$ cat src/rtl/counter_pkg.sv
// Shared constants and helpers for the parametrised counter family.
package counter_pkg;

    localparam logic DIR_UP   = 1'b1;
    localparam logic DIR_DOWN = 1'b0;

    // Prescaler register width; a divide-by-one prescaler still gets one bit.
    function automatic int prescale_width(input int prescale);
        return (prescale <= 1) ? 1 : $clog2(prescale);
    endfunction

endpackage

$ cat src/rtl/counter_prescaler.sv
// Enable-gated divide-by-PRESCALE strobe generator.
module counter_prescaler
    import counter_pkg::*;
#(
    parameter int PRESCALE = 1
) (
    input  logic clk,
    input  logic reset,
    input  logic enable,
    input  logic clr,
    output logic tick
);

    if (PRESCALE == 1) begin : g_bypass
        logic unused_inputs;
        assign unused_inputs = &{1'b0, clk, reset, clr};
        assign tick = enable;
    end else begin : g_divide
        localparam int PW = prescale_width(PRESCALE);
        localparam logic [PW-1:0] LAST = PW'(PRESCALE - 1);

        logic [PW-1:0] psc_q;
        logic [PW-1:0] psc_d;

        assign tick = enable && (psc_q == LAST);

        always_comb begin
            psc_d = psc_q;
            if (clr) begin
                psc_d = '0;
            end else if (enable) begin
                psc_d = (psc_q == LAST) ? '0 : psc_q + PW'(1);
            end
        end

        always_ff @(posedge clk) begin
            if (!reset) begin
                psc_q <= '0;
            end else begin
                psc_q <= psc_d;
            end
        end
    end

endmodule

$ cat src/rtl/param_counter.sv
// Modulo-N up/down counter with prescaler, clear, load, wrap/saturate and cascade outputs.
module param_counter
    import counter_pkg::*;
#(
    parameter int WIDTH    = 8,
    parameter int MODULUS  = 2**WIDTH,
    parameter int PRESCALE = 1
) (
    input  logic             clk,
    input  logic             reset,
    input  logic             enable,
    input  logic             clear,
    input  logic             load,
    input  logic [WIDTH-1:0] load_value,
    input  logic             up,
    input  logic             saturate,
    output logic [WIDTH-1:0] count,
    output logic             tc,
    output logic             carry_out,
    output logic             wrapped
);

    localparam logic [WIDTH-1:0] COUNT_MAX = WIDTH'(MODULUS - 1);

    logic [WIDTH-1:0] count_q;
    logic [WIDTH-1:0] count_d;
    logic             wrapped_q;
    logic             wrapped_d;
    logic             tick;

    counter_prescaler #(
        .PRESCALE (PRESCALE)
    ) u_prescaler (
        .clk    (clk),
        .reset  (reset),
        .enable (enable),
        .clr    (clear | load),
        .tick   (tick)
    );

    always_comb begin
        if (up == DIR_DOWN) begin
            tc = (count_q == '0);
        end else begin
            tc = (count_q == COUNT_MAX);
        end
    end

    assign carry_out = tc & enable & tick;

    // Terminal steps are handled explicitly so MODULUS below 2**WIDTH wraps correctly.
    always_comb begin
        count_d   = count_q;
        wrapped_d = 1'b0;
        if (clear) begin
            count_d = '0;
        end else if (load) begin
            count_d = (load_value > COUNT_MAX) ? COUNT_MAX : load_value;
        end else if (tick) begin
            if (tc) begin
                wrapped_d = 1'b1;
                if (!saturate) begin
                    count_d = (up == DIR_UP) ? '0 : COUNT_MAX;
                end
            end else begin
                count_d = (up == DIR_UP) ? count_q + WIDTH'(1) : count_q - WIDTH'(1);
            end
        end
    end

    always_ff @(posedge clk) begin
        if (!reset) begin
            count_q   <= '0;
            wrapped_q <= 1'b0;
        end else begin
            count_q   <= count_d;
            wrapped_q <= wrapped_d;
        end
    end

    assign count   = count_q;
    assign wrapped = wrapped_q;

endmodule

$ cat config.mk
export PLATFORM = sky130hd
export DESIGN_NAME = param_counter
export DESIGN_NICKNAME = d
export VERILOG_FILES = /design/src/rtl/counter_pkg.sv /design/src/rtl/counter_prescaler.sv /design/src/rtl/param_counter.sv
export SDC_FILE = /design/constraint.sdc
export NUM_CORES = 1
export LEC_CHECK = 0
export ABC_AREA = 1
export ABC_CLOCK_PERIOD_IN_PS = 1600
export CORE_MARGIN = 4
export CORE_UTILIZATION = 42
export DETAILED_ROUTE_END_ITERATION = 12
export GPL_ROUTABILITY_DRIVEN = 0
export MAX_ROUTING_LAYER = met4
export PLACE_DENSITY = 0.75
export SLEW_MARGIN = 0
export SYNTH_ARGS = -nofsm -noshare
export SYNTH_HDL_FRONTEND = slang
export SYNTH_SLANG_ARGS = --single-unit
export TNS_END_PERCENT = 100
$ cat constraint.sdc
create_clock -name clk -period 1.6 [get_ports clk]
set_input_delay 0.32 -clock clk [delete_from_list [all_inputs] [get_ports clk]]
set_output_delay 0.32 -clock clk [all_outputs]
set_load 0.01 [all_outputs]
==> impl_results.md <==
* Synthesis-stage register bit count at 9
* DR pass1 iterations at 4
* Switching Share at 0.361
* Synthesized area at 881 sq um
* Combinational share of power at 0.536
* Area delta synth->final at 85.4%
* Ports at 26
* Synthesized net count at 161
* Average size of a mapped cell at 6.34 sq um
* Max-cap viol count at 0
* Antenna cells at 0
* Clk pwr share at 0.188
* CP max FO at 7
* Startpoint types: input port
* Leading post-synthesis cells by cell area: dfxtp_1 (20%), nand2_1 (13%), nor2_1 (9.8%)
* Worst hold path type: reg2reg
* Period utilization at 1.04
* Post-DP HPWL at roughly 2.4 mm
* Via Count at 1135
* Fraction of registers with async set or reset after synthesis at 0
* Post-synth top area cell: dfxtp_1
* Initial core utilization at 0.444
* Clock sink total at 9
* Hold depth at 3
* Post-Syn Instances at 139
* Vias in the first global route at ~1.2k
* Sequential area share after synthesis at 0.205
* RSZ-0062 raised after global routing: true
* Sequential share of power at 0.276
* Inserted Clock Buffers at 3
* Cell row count at 16
* Die ar. at approximately 2900 sq um
* Clock Path Buffers at 2
* Layout cells sized above 1 at 0.429
* Final setup viols at 2
* Htree depth at 1
* Worst setup margin at -56.4 ps
* Core Area at 1980 sq um
* Cts hold-fix bufs at 0
* Fin Hold WS at roughly 640 ps
* CP most frequent cell: nor2_1
* Critical Path Sink Type: flop
* Most numerous cell in the Yosys netlist: nand2_1
* Top_reg_cell synth: dfxtp_1
* Routed wire length at 3.09 mm
* Hold Fails Final Rpt at 0
* Synth unique cells at 24
* CP arrival at 1810 ps
* Worst clock skew at 0.311 ps
* Final #Nets at 226
* DR vias/cell at 4.93
* Slew margin rel. at 0.801
* Dpl cells at 221
* Fmax at 604 MHz
* Total track usage at 0.238
* Fin cells at 230
* Psw at 0.330 mW
* CTS tree: done
* Slowest library cell on the worst path: ha_4
* Int Pwr at approximately 0.58 mW
* Status: finished, violations left
* CP peak stage delay at 250 ps
* Violated checks: negative setup slack
* Setup CP Type: in2reg
* Die span in x at 53.8 um
* Slew @ Worst Pin at 296 ps
* Post-synth EDFFs at 0
* First-pass GRT wire length at 4.84 mm
* DRC at 0
* Commonest cells in the netlist: nand2_1 (31), nor2_1 (23), inv_1 (19)
* Pleak at 0.805 nW
* Crit path time final at 1660 ps
* Clock root buffer: clkbuf_4
* DR iter-0 viols at 19
* Worst path cell trace: buf_2 -> clkinvlp_4 -> buf_12 -> ha_4 -> or2_4 -> nand4_1 -> nand2_1 -> nor2_1 -> nor2_1 -> o21a_1
* Largest net degree at the start of global routing at 10
* IO buf count at 25
* Synth top area share at 0.205
* Clk Latency, worst-skew pair at 260 ps
* Peak VDD IR at 0.630 mV
* Gr ovfl total at 0
* Synthesis Warnings at 0
* R2r worst-path depth at 8
* Crit path required time at 1750 ps
* ANT nets after route at 0
* Die height at 53.8 um
* Clock-pin slew on the worst setup and hold paths at 60 ps
* Power Density at about 560 nW/um^2
* Initial antenna violation count at 0
* WL/cell at 13.4 um
* Final max-slew violation count at 0
==> logic make-up (layout without fill, tap and decap cells) <==
family / count (synthesis) / count (layout) / share of synthesized area
simple gates: 77 / 77 / 0.413
compound gates: 23 / 23 / 0.153
xor+xnor: 4 / 4 / 0.0398
buf+inv: 19 / 83 / 0.0810
fa+ha+maj: 7 / 7 / 0.108
flops: 9 / 9 / 0.205
==> per-layer routing <==
metal | global-route usage | part of all wire | vias to the layer above
met5 | - | 0 | -
met4 | 0.106 | 0.021 | 0
met3 | 0.0305 | 0.065 | 10
met2 | 0.429 | 0.51 | 45
met1 | 0.257 | 0.41 | 504
li1 | - | - | 576
==> power groups by stage <==
stage                     clock (mW)  sequential [mW]  combinational, mW
final                          0.172            0.253              0.490
after CTS                      0.181            0.251              0.453
after floorplan                    0            0.265              0.189
after global routing           0.187            0.254              0.528
after detailed placement           0            0.255              0.403
after global placement             0            0.254              0.389
==> area by class of cell <==
class / count / area [sq um]
Clock buffer: 4 / 26.3
Fill cell: 143 / 349
Timing Repair Buffer: 60 / 519
Sequential cell: 9 / 191
Tap cell: 27 / 33.8
Inverter: 19 / 75.1
Multi-Input combinational cell: 111 / 787
==> worst max-delay path, delay by kind of cell <==
family / cells / cell delay, ps
AO/OA/AOI/OAI: 1 / 160
adder cells (fa/ha/maj): 1 / 250
buffers and inverters: 3 / 420
AND/OR/NAND/NOR: 5 / 660
==> cell usage in the layout, fill, tap and decap left out, drive strengths merged, types with 8 or more instances in the layout <==
| master | instances |
|---|---|
| a21oi | 14 |
| buf | 38 |
| clkdlybuf4s50 | 15 |
| dfxtp | 9 |
| inv | 18 |
| nand2 | 36 |
| nand3 | 8 |
| nor2 | 27 |
==> timing repair <==
item / CTS / global route
buffers inserted: 5 / 1
setup endpoints to repair: 15 / 7
pin swaps: 15 / 21
gates resized for setup: 41 / 18
==> per-stage QoR <==
step | utilization | setup WS [ps] | setup TNS, ps | cell area [sq um] | power (mW)
floorplan | - | -19.0 | -19.0 | 897 | 0.454
global placement | 0.716 | -718 | -6470 | 1420 | 0.643
detailed placement | 0.716 | -766 | -6870 | 1420 | 0.657
CTS | 0.787 | 4.84 | 0 | 1560 | 0.885
global route | 0.824 | -96.8 | -395 | 1630 | 0.970
finish | 0.824 | -56.4 | -66.6 | 1630 | 0.914
==> sequential cells by signal, summed over array words and instances (netlist names) <==
signal   count
count        8
wrapped      1
==> path summary, 6_finish.rpt <==
check / endpoint / slack (ps) / start
setup reg to reg: count[5] / -10 / count[2]
hold / removal: count[0] / 640 / count[0]
hold reg to reg: count[0] / 640 / count[0]
setup / recovery: count[5] / -60 / up
Note: power is estimated with default switching activity, not from simulation.
